$ cat src/rtl/cve2_mem_arbiter.sv
// Round-robin arbiter between instruction and data ports onto one memory port,
// with an in-order ID FIFO that routes memory responses back to their source.
module cve2_mem_arbiter #(
  parameter int unsigned MaxOutstanding = 2
) (
  input  logic        clk_i,
  input  logic        rst_i,
  input  logic        instr_req_i,
  output logic        instr_gnt_o,
  input  logic [31:0] instr_addr_i,
  output logic        instr_rvalid_o,
  output logic [31:0] instr_rdata_o,
  output logic        instr_err_o,
  input  logic        data_req_i,
  output logic        data_gnt_o,
  input  logic        data_we_i,
  input  logic [3:0]  data_be_i,
  input  logic [31:0] data_addr_i,
  input  logic [31:0] data_wdata_i,
  output logic        data_rvalid_o,
  output logic [31:0] data_rdata_o,
  output logic        data_err_o,
  output logic        mem_req_o,
  input  logic        mem_gnt_i,
  output logic        mem_we_o,
  output logic [3:0]  mem_be_o,
  output logic [31:0] mem_addr_o,
  output logic [31:0] mem_wdata_o,
  input  logic        mem_rvalid_i,
  input  logic [31:0] mem_rdata_i,
  input  logic        mem_err_i,
  output logic [2:0]  outstanding_o,
  output logic        protocol_err_o
);

  typedef enum logic [1:0] {
    IDLE   = 2'd0,
    HOLD_I = 2'd1,
    HOLD_D = 2'd2
  } state_e;

  state_e      state_r, state_next_s;
  logic        last_grant_r;
  logic [3:0]  ids_r;
  logic [1:0]  wr_ptr_r, rd_ptr_r;
  logic [2:0]  count_r;
  logic        protocol_err_r;
  logic        sel_instr_s, sel_data_s;
  logic        full_s, empty_s, push_s, pop_s, head_id_s;

  function automatic logic [1:0] ptr_inc(input logic [1:0] p);
    ptr_inc = (p == 2'(MaxOutstanding - 1)) ? 2'd0 : p + 2'd1;
  endfunction

  assign full_s  = (count_r == 3'(MaxOutstanding));
  assign empty_s = (count_r == 3'd0);

  // Source selection and next-state logic; a full FIFO blocks issue and freezes the FSM.
  always_comb begin
    sel_instr_s  = 1'b0;
    sel_data_s   = 1'b0;
    state_next_s = state_r;
    if (rst_i) begin
      state_next_s = IDLE;
    end else if (full_s) begin
      state_next_s = state_r;
    end else begin
      case (state_r)
        IDLE: begin
          if (instr_req_i && data_req_i) begin
            if (last_grant_r) begin
              sel_instr_s = 1'b1;
            end else begin
              sel_data_s = 1'b1;
            end
          end else if (instr_req_i) begin
            sel_instr_s = 1'b1;
          end else if (data_req_i) begin
            sel_data_s = 1'b1;
          end else begin
            sel_instr_s = 1'b0;
          end
          if ((sel_instr_s || sel_data_s) && !mem_gnt_i) begin
            state_next_s = sel_instr_s ? HOLD_I : HOLD_D;
          end else begin
            state_next_s = IDLE;
          end
        end
        HOLD_I: begin
          sel_instr_s = instr_req_i;
          if (!instr_req_i || mem_gnt_i) begin
            state_next_s = IDLE;
          end else begin
            state_next_s = HOLD_I;
          end
        end
        HOLD_D: begin
          sel_data_s = data_req_i;
          if (!data_req_i || mem_gnt_i) begin
            state_next_s = IDLE;
          end else begin
            state_next_s = HOLD_D;
          end
        end
        default: state_next_s = IDLE;
      endcase
    end
  end

  assign mem_req_o   = sel_instr_s | sel_data_s;
  assign mem_we_o    = sel_data_s & data_we_i;
  assign mem_be_o    = sel_data_s ? data_be_i : (sel_instr_s ? 4'hF : 4'h0);
  assign mem_addr_o  = sel_data_s ? data_addr_i : (sel_instr_s ? instr_addr_i : 32'h0);
  assign mem_wdata_o = sel_data_s ? data_wdata_i : 32'h0;
  assign instr_gnt_o = sel_instr_s & mem_gnt_i;
  assign data_gnt_o  = sel_data_s & mem_gnt_i;

  assign push_s    = mem_req_o & mem_gnt_i;
  assign pop_s     = mem_rvalid_i & ~empty_s & ~rst_i;
  assign head_id_s = ids_r[rd_ptr_r];

  assign instr_rvalid_o = pop_s & ~head_id_s;
  assign data_rvalid_o  = pop_s & head_id_s;
  assign instr_rdata_o  = instr_rvalid_o ? mem_rdata_i : 32'h0;
  assign instr_err_o    = instr_rvalid_o & mem_err_i;
  assign data_rdata_o   = data_rvalid_o ? mem_rdata_i : 32'h0;
  assign data_err_o     = data_rvalid_o & mem_err_i;

  assign outstanding_o  = rst_i ? 3'd0 : count_r;
  assign protocol_err_o = protocol_err_r & ~rst_i;

  // FSM, round-robin history, ID FIFO and sticky protocol error.
  always_ff @(posedge clk_i) begin
    if (rst_i) begin
      state_r        <= IDLE;
      last_grant_r   <= 1'b0;
      ids_r          <= 4'h0;
      wr_ptr_r       <= 2'd0;
      rd_ptr_r       <= 2'd0;
      count_r        <= 3'd0;
      protocol_err_r <= 1'b0;
    end else begin
      state_r <= state_next_s;
      if (push_s) begin
        ids_r[wr_ptr_r] <= sel_data_s;
        wr_ptr_r        <= ptr_inc(wr_ptr_r);
        last_grant_r    <= sel_data_s;
      end else begin
        wr_ptr_r <= wr_ptr_r;
      end
      if (pop_s) begin
        rd_ptr_r <= ptr_inc(rd_ptr_r);
      end else begin
        rd_ptr_r <= rd_ptr_r;
      end
      case ({push_s, pop_s})
        2'b10:   count_r <= count_r + 3'd1;
        2'b01:   count_r <= count_r - 3'd1;
        default: count_r <= count_r;
      endcase
      if (mem_rvalid_i && empty_s) begin
        protocol_err_r <= 1'b1;
      end else begin
        protocol_err_r <= protocol_err_r;
      end
    end
  end

endmodule

$ cat config.mk
export PLATFORM = sky130hd
export DESIGN_NAME = cve2_mem_arbiter
export DESIGN_NICKNAME = d
export VERILOG_FILES = /design/src/rtl/cve2_mem_arbiter.sv
export SDC_FILE = /design/constraint.sdc
export NUM_CORES = 1
export LEC_CHECK = 0
export CORE_AREA = 5 5 107 109
export DETAILED_ROUTE_END_ITERATION = 8
export DIE_AREA = 0 0 112 114
export PLACE_DENSITY_LB_ADDON = 0.08
export SLEW_MARGIN = 15
export SYNTH_ARGS = -nofsm -noshare
export SYNTH_HDL_FRONTEND = slang
export SYNTH_SLANG_ARGS = --single-unit
export TNS_END_PERCENT = 10
$ cat constraint.sdc
create_clock -name clk_i -period 3.01 [get_ports clk_i]
set_input_delay 0.4515 -clock clk_i [delete_from_list [all_inputs] [get_ports clk_i]]
set_output_delay 0.4515 -clock clk_i [all_outputs]
set_load 0.01 [all_outputs]
==> summary.txt <==
Power
  – Pleak: around 0.0026 uW
  – Net switching power: between 300 and 400 uW
  – Logic pwr share: between 60 and 70%
  – Net Sw Frac: roughly 31%
  – Power Total: about 1100 uW
  – Cell Int Power: about 720 uW
  – Maximum vdd drop: between 0.0002 and 0.0003 V
  – Pwr Density: ~200 nW/um^2
  – Clock network fraction of design power: approximately 16%
  – Seq pwr share: between 20% and 30%

Setup path
  – Crit-path max FO: 38
  – Flop2flop setup slack: between 0.5 and 0.6 ns
  – Worst setup SP type: input port
  – Critical Path AT: ~2.5 ns
  – Crit. End Element: output port
  – Reg2reg start: count_r[1]
  – Worst r2r dst: count_r[2]
  – Crit Path Class: in -> out
  – Cells on worst reg2reg path: 10
  – Critical Path RT: approximately 2.6 ns

Clock tree
  – H-tree depth: 1
  – Inserted Clock Buffers: 3
  – Clk root buf: clkbuf_8
  – CTS tree: yes
  – Post-cts hold buffer count: 0
  – CTS clk-pin slew, worst paths: about 0.060 ns
  – Worst-case clock buffer depth: 2
  – Worst skew pair latency: about 0.25 ns
  – CTS sink count: 15

Layout
  – Final instance area: 5190 um^2
  – NumNets Final: ~680
  – Area Growth Syn to Fin: 160%
  – Diode count: 0
  – Layout cells sized above 1: about an eighth

Drt
  – Initial drt markers: 128
  – First-pass iteration count of the detailed router: 4
  – Vias after detailed routing: 2894
  – Routed WL: 12700 um
  – Vias/cell: approximately 4.3
  – Final ANT Viol Nets: 0
  – DR DRC count: 0
  – Avg WL per Cell: 18.8 um

Floorplanning
  – Die area: approximately 13000 um^2
  – I/O pin cnt: ~280
  – Initial core utilization: a little under a fifth
  – Placeable Area: around 11000 um^2
  – Die X: around 110 um
  – Row count: 38
  – Die H: 114 um

Timing
  – Fin crit period: between 2 and 3 ns
  – Period utilisation layout: a little over nine tenths
  – F_max: between 0.3 and 0.4 GHz
  – Slew Limit Fails: 0
  – Count of final setup violators: 0
  – Worst slew pin tran: 0.408 ns
  – Setup TNS: 0 ns
  – RSZ-0062 raised after global routing: no
  – Worst slew margin: between 70% and 80%
  – Final Skew: between 0.008 and 0.009 ns
  – Final hold vios: 0

Logic synthesis
  – Synth top area cells: and2_1, dfxtp_1, a22o_2
  – Yosys top cell by area: and2_1
  – Most common cell in the netlist: and2_1
  – #FFs+latches synth: 15
  – Syn Std Cell Area: between 1500 and 2000 um^2
  – Most frequent cells after synthesis: and2_1, a22o_2, dfxtp_1, buf_6
  – EDFF count, synth: 0
  – Netlist cell types: 40
  – Top-area cell type share of the netlist area: 31.4%
  – Synth Flop Type: dfxtp_1
  – Post-synth ARST share: 0%
  – Seq/Total Area, Yosys: between 15 and 20%
  – Mapped Avg Cell Area: 7.88 um^2
  – Synthesized instance count: between 200 and 300
  – YS warnings: 0
  – Synth Net Count: roughly 400

GRT
  – Grt ovf: 0
  – First-pass GRT wire length: ~18000 um
  – Initial antenna violation count: 3
  – Via count of the first global-routing pass: 2914
  – GRT Total Usage: between 10% and 20%
  – Largest net degree at the start of global routing: 39

Min path
  – Hold depth: 2
  – Hold Path Class: reg -> reg
  – Hold wc startpoint: rd_ptr_r[1]
  – WHS Endpoint: rd_ptr_r[1]

Place
  – DPL Wire Length: around 11000 um
  – I/O Buffers: around 280
  – Final GP Congestion: ~0.97
  – DP Area: roughly 5000 um^2

Run
  – Maxcap violations: 0

Outcome
  – Status: complete, no violations
-- cells in the final DEF, fill, tap and decap left out, types with 2 or more instances in the layout --
| master | count |
|---|---|
| buf_12 | 4 |
| and2_1 | 100 |
| xor2_1 | 2 |
| or3_1 | 2 |
| buf_4 | 10 |
| nor2b_1 | 3 |
| mux2_2 | 2 |
| inv_1 | 9 |
| nor2_1 | 9 |
| dfxtp_1 | 15 |
| dlymetal6s2s_1 | 42 |
| o21ai_0 | 2 |
| o32ai_1 | 4 |
| clkbuf_8 | 3 |
| nor3_1 | 4 |
| or3b_2 | 3 |
| a22o_1 | 3 |
| a22o_2 | 29 |
| nand2b_1 | 5 |
| clkdlybuf4s50_1 | 240 |
| nand3b_1 | 2 |
| nor3b_2 | 3 |
| a21oi_1 | 9 |
| nor4_1 | 4 |
| a21o_1 | 4 |
| o21a_1 | 2 |
-- cells by family after synthesis --
logic type,share of synthesized area (%)
XOR/XNOR,0.879
adder cells (fa/ha/maj),1.63
AO/OA/AOI/OAI,25.9
multiplexers,2.26
flip-flops,15.1
AND/OR/NAND/NOR,44.3
buffers and inverters,10.0
-- how the worst max path moves through the flow --
| stage | startpoint | cells after the start | slack, ns | endpoint |
|---|---|---|---|---|
| floorplan | rst_i | 9 | 0.67 | count_r[2] |
| detailed placement | data_req_i | 6 | -0.07 | mem_req_o |
| global route | instr_req_i | 7 | 0.002 | mem_addr_o[31] |
| CTS | instr_req_i | 7 | -0.01 | mem_addr_o[4] |
| global placement | data_req_i | 6 | -0.02 | mem_req_o |
| finish | instr_req_i | 7 | 0.09 | instr_gnt_o |
-- power by group through the flow --
stage	logic, uW	registers (uW)	clock network, uW
after global routing	710	229	179
after floorplan	258	225	0
final	663	226	163
after CTS	683	226	170
after detailed placement	669	230	0
after global placement	668	230	0
-- metal layers --
layer	part of all wire (%)	global-route usage, %	vias up
met2	48	31.4	159
li1	-	-	1436
met5	0.22	0	-
met4	1.4	3.21	6
met1	39	21.4	1277
met3	11	7.43	16
-- critical path, cell delays in order --
cell and delay (ns):
clkdlybuf4s50_1 0.48, buf_4 0.13, nand2b_1 0.10, nor4_2 0.34, buf_12 0.25, and2_1 0.15
clkdlybuf4s50_1 0.57
-- sequential cells by signal, summed over array words and instances (netlist names) --
register and cells:
ids_r 4, state_r 2, wr_ptr_r 2, count_r 3
rd_ptr_r 2, last_grant_r 1, protocol_err_r 1
-- metrics by stage --
stage | setup WS [ns] | utilization, % | std cells | hold WS [ns]
after floorplan | 0.667 | - | 253 | 0.429
after global placement | -0.0166 | 47.5 | 667 | 0.445
after detailed placement | -0.0702 | 47.5 | 667 | 0.456
after CTS | -0.0145 | 48.4 | 673 | 0.466
after global routing | 0.00196 | 49.4 | 673 | 0.509
final | 0.0934 | 49.4 | 673 | 0.458
-- timing repair --
item                                    CTS  global route
gates cloned                              1             0
endpoints found under the setup margin   42            49
setup buffers                             1             0
gates resized for setup                   3            43
pin swaps                                 1             0
-- final cells by class --
| cell class | instances | area (um^2) |
|---|---|---|
| Clock buffer | 3 | 41.3 |
| Timing Repair Buffer | 299 | 3130 |
| Sequential cell | 15 | 300 |
| Clock inverter | 1 | 5.00 |
| Tap cell | 140 | 175 |
| Multi-Input combinational cell | 206 | 1500 |
| Inverter | 9 | 33.8 |
| Fill cell | 1021 | 5320 |
No activity file was read; power rests on OpenSTA's default activity.
